**config.mk**
```make
export PLATFORM = sky130hd
export DESIGN_NAME = amiq_i2c_ex_slave
export DESIGN_NICKNAME = d
export VERILOG_FILES = /design/src/rtl/amiq_i2c_ex_slave.sv
export SDC_FILE = /design/constraint.sdc
export NUM_CORES = 1
export LEC_CHECK = 0
export BUFFER_PORTS_ARGS = -buffer_cell sky130_fd_sc_hd__buf_2
export CORE_MARGIN = 4
export CORE_UTILIZATION = 30
export CTS_BUF_LIST = sky130_fd_sc_hd__clkbuf_16
export DETAILED_ROUTE_END_ITERATION = 7
export PLACE_DENSITY = 0.56
export SKIP_CTS_REPAIR_TIMING = 1
export SLEW_MARGIN = 0
export SYNTH_ARGS = -nofsm -noshare
export SYNTH_HDL_FRONTEND = slang
export SYNTH_SLANG_ARGS = --single-unit
```
**constraint.sdc**
```tcl
create_clock -name clock -period 6.1 [get_ports clock]
set_clock_uncertainty 0.05 [all_clocks]
set_input_delay 1.22 -clock clock [delete_from_list [all_inputs] [get_ports clock]]
set_output_delay 1.22 -clock clock [all_outputs]
set_load 0.1 [all_outputs]
```
**src/rtl/amiq_i2c_ex_slave.sv**
```systemverilog
// ----------------------------------------------------------------------------
// amiq_i2c_ex_slave
// I2C target with a small byte register file. A write transfer sets the
// register pointer and then writes bytes; a read transfer returns bytes from
// the pointer onward. SDA is driven open-drain through sda_o/sda_o_en; SCL is
// never driven or stretched.
//
// Ports
//   clock        system clock, at least 16x the SCL rate
//   reset_n      asynchronous active-low reset
//   scl_i        resolved bus SCL
//   sda_i        resolved bus SDA
//   sda_o        SDA drive value, always 0
//   sda_o_en     1 = pull SDA low, 0 = release
//   busy         high from an address-matched START until STOP
//   wr_strobe    one-cycle pulse per data byte written
//   wr_addr      register index of the write flagged by wr_strobe
//   wr_data      data of the write flagged by wr_strobe
//   dbg_state_o  current FSM state (debug)
//   dbg_ptr_o    current register pointer (debug)
//
// Write-port semantics: wr_strobe is a valid-only pulse with no back-pressure;
// wr_addr/wr_data are meaningful only in the cycle wr_strobe is high.
// ----------------------------------------------------------------------------
module amiq_i2c_ex_slave #(
  parameter logic [6:0] SLAVE_ADDR  = 7'h50,
  parameter int         MEM_DEPTH   = 16,
  parameter int         PTR_W       = 4,
  parameter int         HOLD_CYCLES = 4
) (
  input  logic             clock,
  input  logic             reset_n,
  input  logic             scl_i,
  input  logic             sda_i,
  output logic             sda_o,
  output logic             sda_o_en,
  output logic             busy,
  output logic             wr_strobe,
  output logic [PTR_W-1:0] wr_addr,
  output logic [7:0]       wr_data,
  output logic [3:0]       dbg_state_o,
  output logic [PTR_W-1:0] dbg_ptr_o
);

  localparam logic [3:0] ST_IDLE      = 4'd0;
  localparam logic [3:0] ST_ADDR      = 4'd1;
  localparam logic [3:0] ST_ADDR_ACK  = 4'd2;
  localparam logic [3:0] ST_PTR       = 4'd3;
  localparam logic [3:0] ST_PTR_ACK   = 4'd4;
  localparam logic [3:0] ST_WDATA     = 4'd5;
  localparam logic [3:0] ST_WDATA_ACK = 4'd6;
  localparam logic [3:0] ST_RDATA     = 4'd7;
  localparam logic [3:0] ST_RDATA_ACK = 4'd8;
  localparam logic [3:0] ST_WAIT_STOP = 4'd9;

  localparam int               HOLD_W    = $clog2(HOLD_CYCLES + 1);
  localparam logic [HOLD_W-1:0] HOLD_INIT = HOLD_W'(HOLD_CYCLES);
  localparam logic [HOLD_W-1:0] HOLD_ONE  = HOLD_W'(1);
  localparam logic [PTR_W-1:0]  PTR_ONE   = PTR_W'(1);

  // Synchronizers plus one history flop for edge detection. They reset to 1
  // (idle bus) so leaving reset never looks like a START or STOP.
  logic scl_s1_q, scl_s_q, scl_prev_q;
  logic sda_s1_q, sda_s_q, sda_prev_q;

  logic [3:0]        state_q, state_d;
  logic [2:0]        cnt_q, cnt_d;
  logic [7:0]        sh_q, sh_d;
  logic [PTR_W-1:0]  ptr_q, ptr_d, ptr_inc;
  logic              rw_q, rw_d;
  logic              busy_q, busy_d;
  logic              oe_q, oe_d;
  logic              pend_q, pend_d;
  logic [HOLD_W-1:0] hold_q, hold_d;
  logic              strobe_q, strobe_d;
  logic [PTR_W-1:0]  wa_q, wa_d;
  logic [7:0]        wd_q, wd_d;
  logic [7:0]        mem_q [MEM_DEPTH];
  logic              mem_we;
  logic [7:0]        rx_byte;

  logic scl_rise, scl_fall, start_det, stop_det;

  assign scl_rise  = scl_s_q & ~scl_prev_q;
  assign scl_fall  = ~scl_s_q & scl_prev_q;
  assign start_det = sda_prev_q & ~sda_s_q & scl_s_q;
  assign stop_det  = ~sda_prev_q & sda_s_q & scl_s_q;
  assign rx_byte   = {sh_q[6:0], sda_s_q};
  assign ptr_inc   = ptr_q + PTR_ONE;

  always_comb begin
    state_d  = state_q;
    cnt_d    = cnt_q;
    sh_d     = sh_q;
    ptr_d    = ptr_q;
    rw_d     = rw_q;
    busy_d   = busy_q;
    oe_d     = oe_q;
    pend_d   = pend_q;
    hold_d   = hold_q;
    strobe_d = 1'b0;
    wa_d     = wa_q;
    wd_d     = wd_q;
    mem_we   = 1'b0;

    // Hold timer: the SDA drive value chosen at the SCL falling edge is
    // applied only once the timer runs out, keeping SDA stable around SCL.
    if (hold_q != '0) begin
      hold_d = hold_q - HOLD_ONE;
      if (hold_q == HOLD_ONE) oe_d = pend_q;
    end

    // Bus conditions win over bit sampling; a partial byte is dropped.
    if (start_det) begin
      state_d = ST_ADDR;
      cnt_d   = 3'd0;
      oe_d    = 1'b0;
      hold_d  = '0;
    end else if (stop_det) begin
      state_d = ST_IDLE;
      oe_d    = 1'b0;
      hold_d  = '0;
      busy_d  = 1'b0;
    end else if (scl_fall) begin
      hold_d = HOLD_INIT;
      case (state_q)
        ST_ADDR_ACK, ST_PTR_ACK, ST_WDATA_ACK: pend_d = 1'b1;
        ST_RDATA:                              pend_d = ~sh_q[7];
        default:                               pend_d = 1'b0;
      endcase
    end else if (scl_rise) begin
      case (state_q)
        ST_ADDR, ST_PTR, ST_WDATA, ST_RDATA: begin
          // In RDATA the shift also moves the next read bit into sh_q[7].
          sh_d  = rx_byte;
          cnt_d = cnt_q + 3'd1;
          if (cnt_q == 3'd7) begin
            case (state_q)
              ST_ADDR: begin
                rw_d = sda_s_q;
                if (rx_byte[7:1] == SLAVE_ADDR) begin
                  busy_d  = 1'b1;
                  state_d = ST_ADDR_ACK;
                end else begin
                  state_d = ST_WAIT_STOP;
                end
              end
              ST_PTR: begin
                ptr_d   = rx_byte[PTR_W-1:0];
                state_d = ST_PTR_ACK;
              end
              ST_WDATA: begin
                mem_we   = 1'b1;
                strobe_d = 1'b1;
                wa_d     = ptr_q;
                wd_d     = rx_byte;
                ptr_d    = ptr_inc;
                state_d  = ST_WDATA_ACK;
              end
              default: state_d = ST_RDATA_ACK;
            endcase
          end
        end
        ST_ADDR_ACK: begin
          if (rw_q) begin
            sh_d    = mem_q[ptr_q];
            state_d = ST_RDATA;
          end else begin
            state_d = ST_PTR;
          end
        end
        ST_PTR_ACK:   state_d = ST_WDATA;
        ST_WDATA_ACK: state_d = ST_WDATA;
        ST_RDATA_ACK: begin
          ptr_d = ptr_inc;
          if (!sda_s_q) begin
            sh_d    = mem_q[ptr_inc];
            state_d = ST_RDATA;
          end else begin
            state_d = ST_WAIT_STOP;
          end
        end
        default: ;
      endcase
    end
  end

  always_ff @(posedge clock or negedge reset_n) begin
    if (!reset_n) begin
      scl_s1_q   <= 1'b1;
      scl_s_q    <= 1'b1;
      scl_prev_q <= 1'b1;
      sda_s1_q   <= 1'b1;
      sda_s_q    <= 1'b1;
      sda_prev_q <= 1'b1;
      state_q    <= ST_IDLE;
      cnt_q      <= 3'd0;
      sh_q       <= 8'h00;
      ptr_q      <= '0;
      rw_q       <= 1'b0;
      busy_q     <= 1'b0;
      oe_q       <= 1'b0;
      pend_q     <= 1'b0;
      hold_q     <= '0;
      strobe_q   <= 1'b0;
      wa_q       <= '0;
      wd_q       <= 8'h00;
    end else begin
      scl_s1_q   <= scl_i;
      scl_s_q    <= scl_s1_q;
      scl_prev_q <= scl_s_q;
      sda_s1_q   <= sda_i;
      sda_s_q    <= sda_s1_q;
      sda_prev_q <= sda_s_q;
      state_q    <= state_d;
      cnt_q      <= cnt_d;
      sh_q       <= sh_d;
      ptr_q      <= ptr_d;
      rw_q       <= rw_d;
      busy_q     <= busy_d;
      oe_q       <= oe_d;
      pend_q     <= pend_d;
      hold_q     <= hold_d;
      strobe_q   <= strobe_d;
      wa_q       <= wa_d;
      wd_q       <= wd_d;
    end
  end

  always_ff @(posedge clock or negedge reset_n) begin
    if (!reset_n) begin
      for (int i = 0; i < MEM_DEPTH; i++) mem_q[i] <= 8'h00;
    end else if (mem_we) begin
      mem_q[ptr_q] <= rx_byte;
    end
  end

  assign sda_o       = 1'b0;
  assign sda_o_en    = oe_q;
  assign busy        = busy_q;
  assign wr_strobe   = strobe_q;
  assign wr_addr     = wa_q;
  assign wr_data     = wd_q;
  assign dbg_state_o = state_q;
  assign dbg_ptr_o   = ptr_q;

endmodule

```
## Word level (Yosys, flattened, before mapping)

Index checks and enable logic that the tools add are counted.

| storage, ports and cells | value |
|---|---|
| bits in registers | 173 |
| output and inout port bits | 24 |
| word-level logic and storage cells | 157 |
| input bits | 4 |

| operators by class | value |
|---|---|
| mux-type cells | 53 |
| bitwise gates (word level) | 16 |
| equality and inequality tests | 20 |
| reductions and logical operators | 28 |
| add/subtract/negate cells | 3 |
| magnitude comparators | 3 |

Operator list:

| operator | count |
|---|---|
| $bwmux 128 | 1 |
| $bmux 8 s4 | 2 |
| $mux 8 | 7 |
| $reduce_and 7->1 | 5 |
| $demux 8 s4 | 1 |
| $mux 4 | 8 |
| $mux 3 | 10 |
| $pmux 8 s3 | 1 |
| $mux 1 | 18 |
| $eq 4x3->1 const B | 4 |
| $pmux 4 s2 | 2 |
| $pmux 4 s4 | 1 |
| $reduce_bool 2->1 | 8 |
| $reduce_bool 3->1 | 5 |
| $pmux 4 s3 | 1 |
| $ge 5x5->1 const B | 2 |
| $not 4->5 | 2 |
| $eq 4x2->1 const B | 2 |
| $ne 2x2->1 const B | 4 |
| $not 1->1 | 8 |
| $reduce_and 4->1 | 2 |
| $eq 7x7->1 const B | 1 |
| $and 1x1->1 | 6 |
| $reduce_bool 6->1 | 1 |
| 20 further kinds | 21 |

## Depth between registers and ports, before layout

| logic depth | value |
|---|---|
| word-level depth | 9 |
| gate-level depth with buffers | 11 |
| mapped depth without buffers | 7 |

## Least setup slack after synthesis

Ideal clock, no wire load.

| path | value |
|---|---|
| kind | register to register |
| from | register ptr_q[0] (netlist: dbg_ptr_o[0]) |
| to | register sh_q[0] |
| clock period less this slack | 3.785 ns |
| setup slack | 2.315 ns |
| required time | 5.929 ns |
| buffers on the path | 5 |
| library setup time | 0.121 ns |
| cell stages (with the launch flop) | 12 |
| arrival time | 3.614 ns |
| path through | dfrtp_1 > buf_2 > buf_2 > clkbuf_1 > inv_1 > ha_1 > clkbuf_1 > clkbuf_1 > mux4_2 > mux2i_1 > o22ai_1 > o22a_1 |

| on the way | value |
|---|---|
| word-level cells in the longest chain between the ends | 7 |
| elaborated cells on any way between the ends | 12 |
| classes of those cells | 1 x add/sub; 9 x mux; 2 x bitwise |

RTL lines:

| item | line | text |
|---|---|---|
| start, declared | 69 | `logic [PTR_W-1:0] ptr_q, ptr_d, ptr_inc;` |
| start signal, assigned | 218 | `ptr_q <= ptr_d;` |
| $add 4x1->4 | 89 | `assign ptr_inc = ptr_q + PTR_ONE;` |
| $not 4->5 (implied by the code) | 177 | `sh_d = mem_q[ptr_inc];` |
| $bmux 8 s4 | 177 |  |
| $mux 8 (implied by the code) (2 in a row) | 177 |  |
| $mux 8 | 176 | `if (!sda_s_q) begin` |
| $pmux 8 s3 * | 132 | `case (state_q)` |
| end signal, assigned | 198 | `sh_q <= 8'h00;` |
| end signal, assigned | 217 | `sh_q <= sh_d;` |
| end, declared | 68 | `logic [7:0] sh_q, sh_d;` |

Mark *: on every way between the ends. The rest lies on a longest branch, timed or not. The select of a mux whose other input is x is not followed.
A chain may end at the register's enable or synchronous reset.

## Worst setup path after layout

| path | value |
|---|---|
| from | register ptr_q[0] (netlist: dbg_ptr_o[0]) |
| to | output port dbg_ptr_o[0] |

RTL lines:

| item | line | text |
|---|---|---|
| end, declared | 42 | `output logic [PTR_W-1:0] dbg_ptr_o` |

No word-level cell between the ends.

==> run_results.csv <==
group,metric,value,unit
synthesis,synth_cells,696,
timing,hold_viol_final,0,
setup_path,reg2reg_slack,3.12,ns
power,powerDensity,375,nW/um^2
cts,clock_latency,0.44,ns
drt,initialDrtViolationCount,396,
cts,cts_max_level,4,
grt,antenna_found_initial,0,
drt,drc,0,
setup_path,r2r_end,"sh_q[3]$_DFFE_PN0P_",
drt,post_drt_wl_per_cell,21.2,microns
layout,antenna_cells,0,
hold_path,min_from,"scl_s1_q$_DFF_PN1_",
floorplan,die_area,33800,sq um
place,hpwlAfterDp,15100,microns
setup_path,crit_path_end_kind,"output port",
layout,syn_to_final_growth,10.9,%
timing,slew_headroom,18.9,%
drt,routed_wl,23300,microns
setup_path,worstRegToRegCells,6,
synthesis,ys_warn_count,0,
drt,drt_first_pass_iters,5,
place,place_area,9730,sq um
timing,setup_violations,0,
place,place_congestion,0.808,
drt,vias,5851,
setup_path,startpoint_type,"register",
floorplan,die_w,184,microns
power,p_leak,4.57,nW
cts,path_clk_slew,0.06,ns
cts,cts.sinks,173,
grt,track_usage,14.1,%
synthesis,synth_area,9290,sq um
layout,design_area,10300,sq um
hold_path,hold_depth,0,
cts,root_buffer,"clkbuf_16",
synthesis,ys_types,53,
cts,cts_buffers,17,
synthesis,synth_nets,709,
setup_path,worstPathArrival,2.13,ns
layout,instances_no_fill,1098,
floorplan,initial_core_util,30.4,%
timing,post-route-period-util,55.8,%
floorplan,num_io_pins,28,
run_status,outcome,"finished clean",
timing,max_freq,294,MHz
floorplan,fp-row-count,64,
synthesis,yosysSeqAreaShare,46.7,%
floorplan,die_y,184,microns
floorplan,core_area,30600,sq um
timing,timing.setup.tns,0,ns
power,max-vdd-ir-drop,0.207,mV
grt,grt_pass1_vias,5964,
timing,slew_viol_final,0,
synthesis,syn_area_per_cell,13.3,sq um
layout,fillers,3043,
drt,ant_nets,0,
grt,grt_first_pass_wirelength,37000,microns
timing,layout_min_cycle_time,3.40,ns
hold_path,min_to,"scl_s_q$_DFF_PN1_",
layout,nets,702,
synthesis,synth_seq_cells,173,
setup_path,worstReg2RegStart,"dbg_ptr_o[1]$_DFFE_PN0P_",
hold_path,hold_path.class,"reg -> reg",
setup_path,crit_type,"reg -> out",
grt,grt_max_degree,98,
synthesis,async_reset_ff_share,100,%
cts,cts_tree,"built",
synthesis,synth-edff-count,0,
place,io_buffers,26,
setup_path,required,4.83,ns
timing,worstMarginPinSlew,1.21,ns
place,dp.cells,1066,
drt,viasPerCell,5.33,
layout,drive_above_1_share,38.6,%
job,maxCapViolCount,0,
synthesis,ys.flop_type,"dfrtp_1",
timing,grt_setup_unrepaired,"no",
grt,overflow,0,
setup_path,path_max_fanout,58,
cts,cts.path.max_buffers,2,
-- report_power, final --
| group | internal, mW | leakage, nW | switching (mW) |
|---|---|---|---|
| clock | 0.600 | 0.270 | 0.473 |
| sequential | 1.22 | 2.36 | 0.303 |
| combinational | 0.449 | 1.93 | 0.815 |
| total | 2.27 | 4.57 | 1.59 |
-- cell usage after synthesis, types with 3 or more instances --
master	instances	area, sq um
a211oi_1	3	22.5
a21oi_1	11	55.1
a22oi_1	24	180
and2_1	6	37.5
buf_1	7	26.3
buf_2	22	110
clkbuf_1	28	105
dfrtp_1	167	4180
dfstp_2	6	158
ha_1	9	113
inv_1	9	33.8
mux2_1	12	135
mux2_2	130	1460
mux2i_1	53	531
mux4_2	48	1080
nand2_1	18	67.6
nand2_2	12	75.1
nand2b_1	5	31.3
nand3_1	10	50.1
nand3_4	4	70.1
nand4b_1	3	26.3
nor2_1	25	93.8
nor2b_1	6	37.5
nor3_1	4	20.0
o2111ai_1	9	78.8
o21ai_0	10	50.1
o22a_1	9	78.8
o22ai_1	9	56.3
-- worst max-delay path: stages (launching register included) --
cell and delay, ns:
dfrtp_4 0.40, buf_4 0.71, buf_2 0.57
-- registers in the layout, summed over array words and instances, names as in the netlist, 3 cells and up --
register and flops:
sh_q 8, wr_addr 4, dbg_ptr_o 4, cnt_q 3, mem_q 128, wr_data 8, hold_q 3, dbg_state_o 4
-- metrics by stage --
step	util, %	hold WS, ns	setup slack [ns]	power, mW
after floorplan	-	0.295	2.32	2.45
after global placement	31.8	0.297	3.09	2.80
after detailed placement	31.8	0.300	3.08	2.81
after CTS	33.7	0.308	2.60	3.90
after global routing	33.7	0.312	2.53	4.06
final	33.7	0.306	2.70	3.86
-- cell usage in the layout (no fill, tap or decap), types with 7 or more instances in the layout --
master	Yosys	layout
dfrtp_1	167	165
mux2_2	130	130
mux2i_1	53	53
mux4_2	48	48
nor2_1	25	25
buf_2	22	25
a22oi_1	24	24
nand2_1	18	18
clkbuf_16	0	17
mux2_1	12	12
nand2_2	12	12
a21oi_1	11	11
o21ai_0	10	10
nand3_1	10	10
inv_1	9	9
o2111ai_1	9	9
o22a_1	9	9
o22ai_1	9	9
ha_1	9	9
buf_4	2	7
-- area by class of cell --
cell class,count,area [sq um],area share [%]
clock buffer,17,425,4.13
clock inverter,15,143,1.38
multi-input combinational,455,4670,45.3
tap,396,495,4.81
sequential,173,4340,42.2
timing repair buffer,33,189,1.83
inverter,9,33.8,0.328
-- per-layer routing --
layer / global-route usage [%] / share of wire, % / vias to the layer above / routed length, microns
li1: - / - / 2613 / -
met1: 20.8 / 48 / 3065 / 11100
met2: 21.4 / 47 / 152 / 10900
met3: 2.59 / 4.1 / 21 / 956
met4: 3.85 / 1.3 / 0 / 305
met5: 0 / 0 / - / 0
-- worst max path at each step --
stage	startpoint	to	slack (ns)	depth (start not counted)
floorplan	dbg_ptr_o[0]$_DFFE_PN0P_	sh_q[0]$_DFFE_PN0P_	2.32	11
global placement	dbg_ptr_o[0]$_DFFE_PN0P_	dbg_ptr_o[0]	3.09	2
detailed placement	dbg_ptr_o[0]$_DFFE_PN0P_	dbg_ptr_o[0]	3.08	2
CTS	dbg_ptr_o[0]$_DFFE_PN0P_	dbg_ptr_o[0]	2.60	2
global route	dbg_ptr_o[0]$_DFFE_PN0P_	dbg_ptr_o[0]	2.53	2
finish	dbg_ptr_o[0]$_DFFE_PN0P_	dbg_ptr_o[0]	2.70	2
-- logic make-up after synthesis --
family / count (synthesis) / share of synthesized area, %
multiplexers: 243 / 34.6
other: 1 / 0.0404
buffers and inverters: 68 / 3.13
AO/OA/AOI/OAI: 90 / 6.80
flip-flops: 173 / 46.7
adder cells (fa/ha/maj): 9 / 1.21
AND/OR/NAND/NOR: 107 / 6.91
XOR/XNOR: 5 / 0.633
Power figures use the tool's default switching activity.
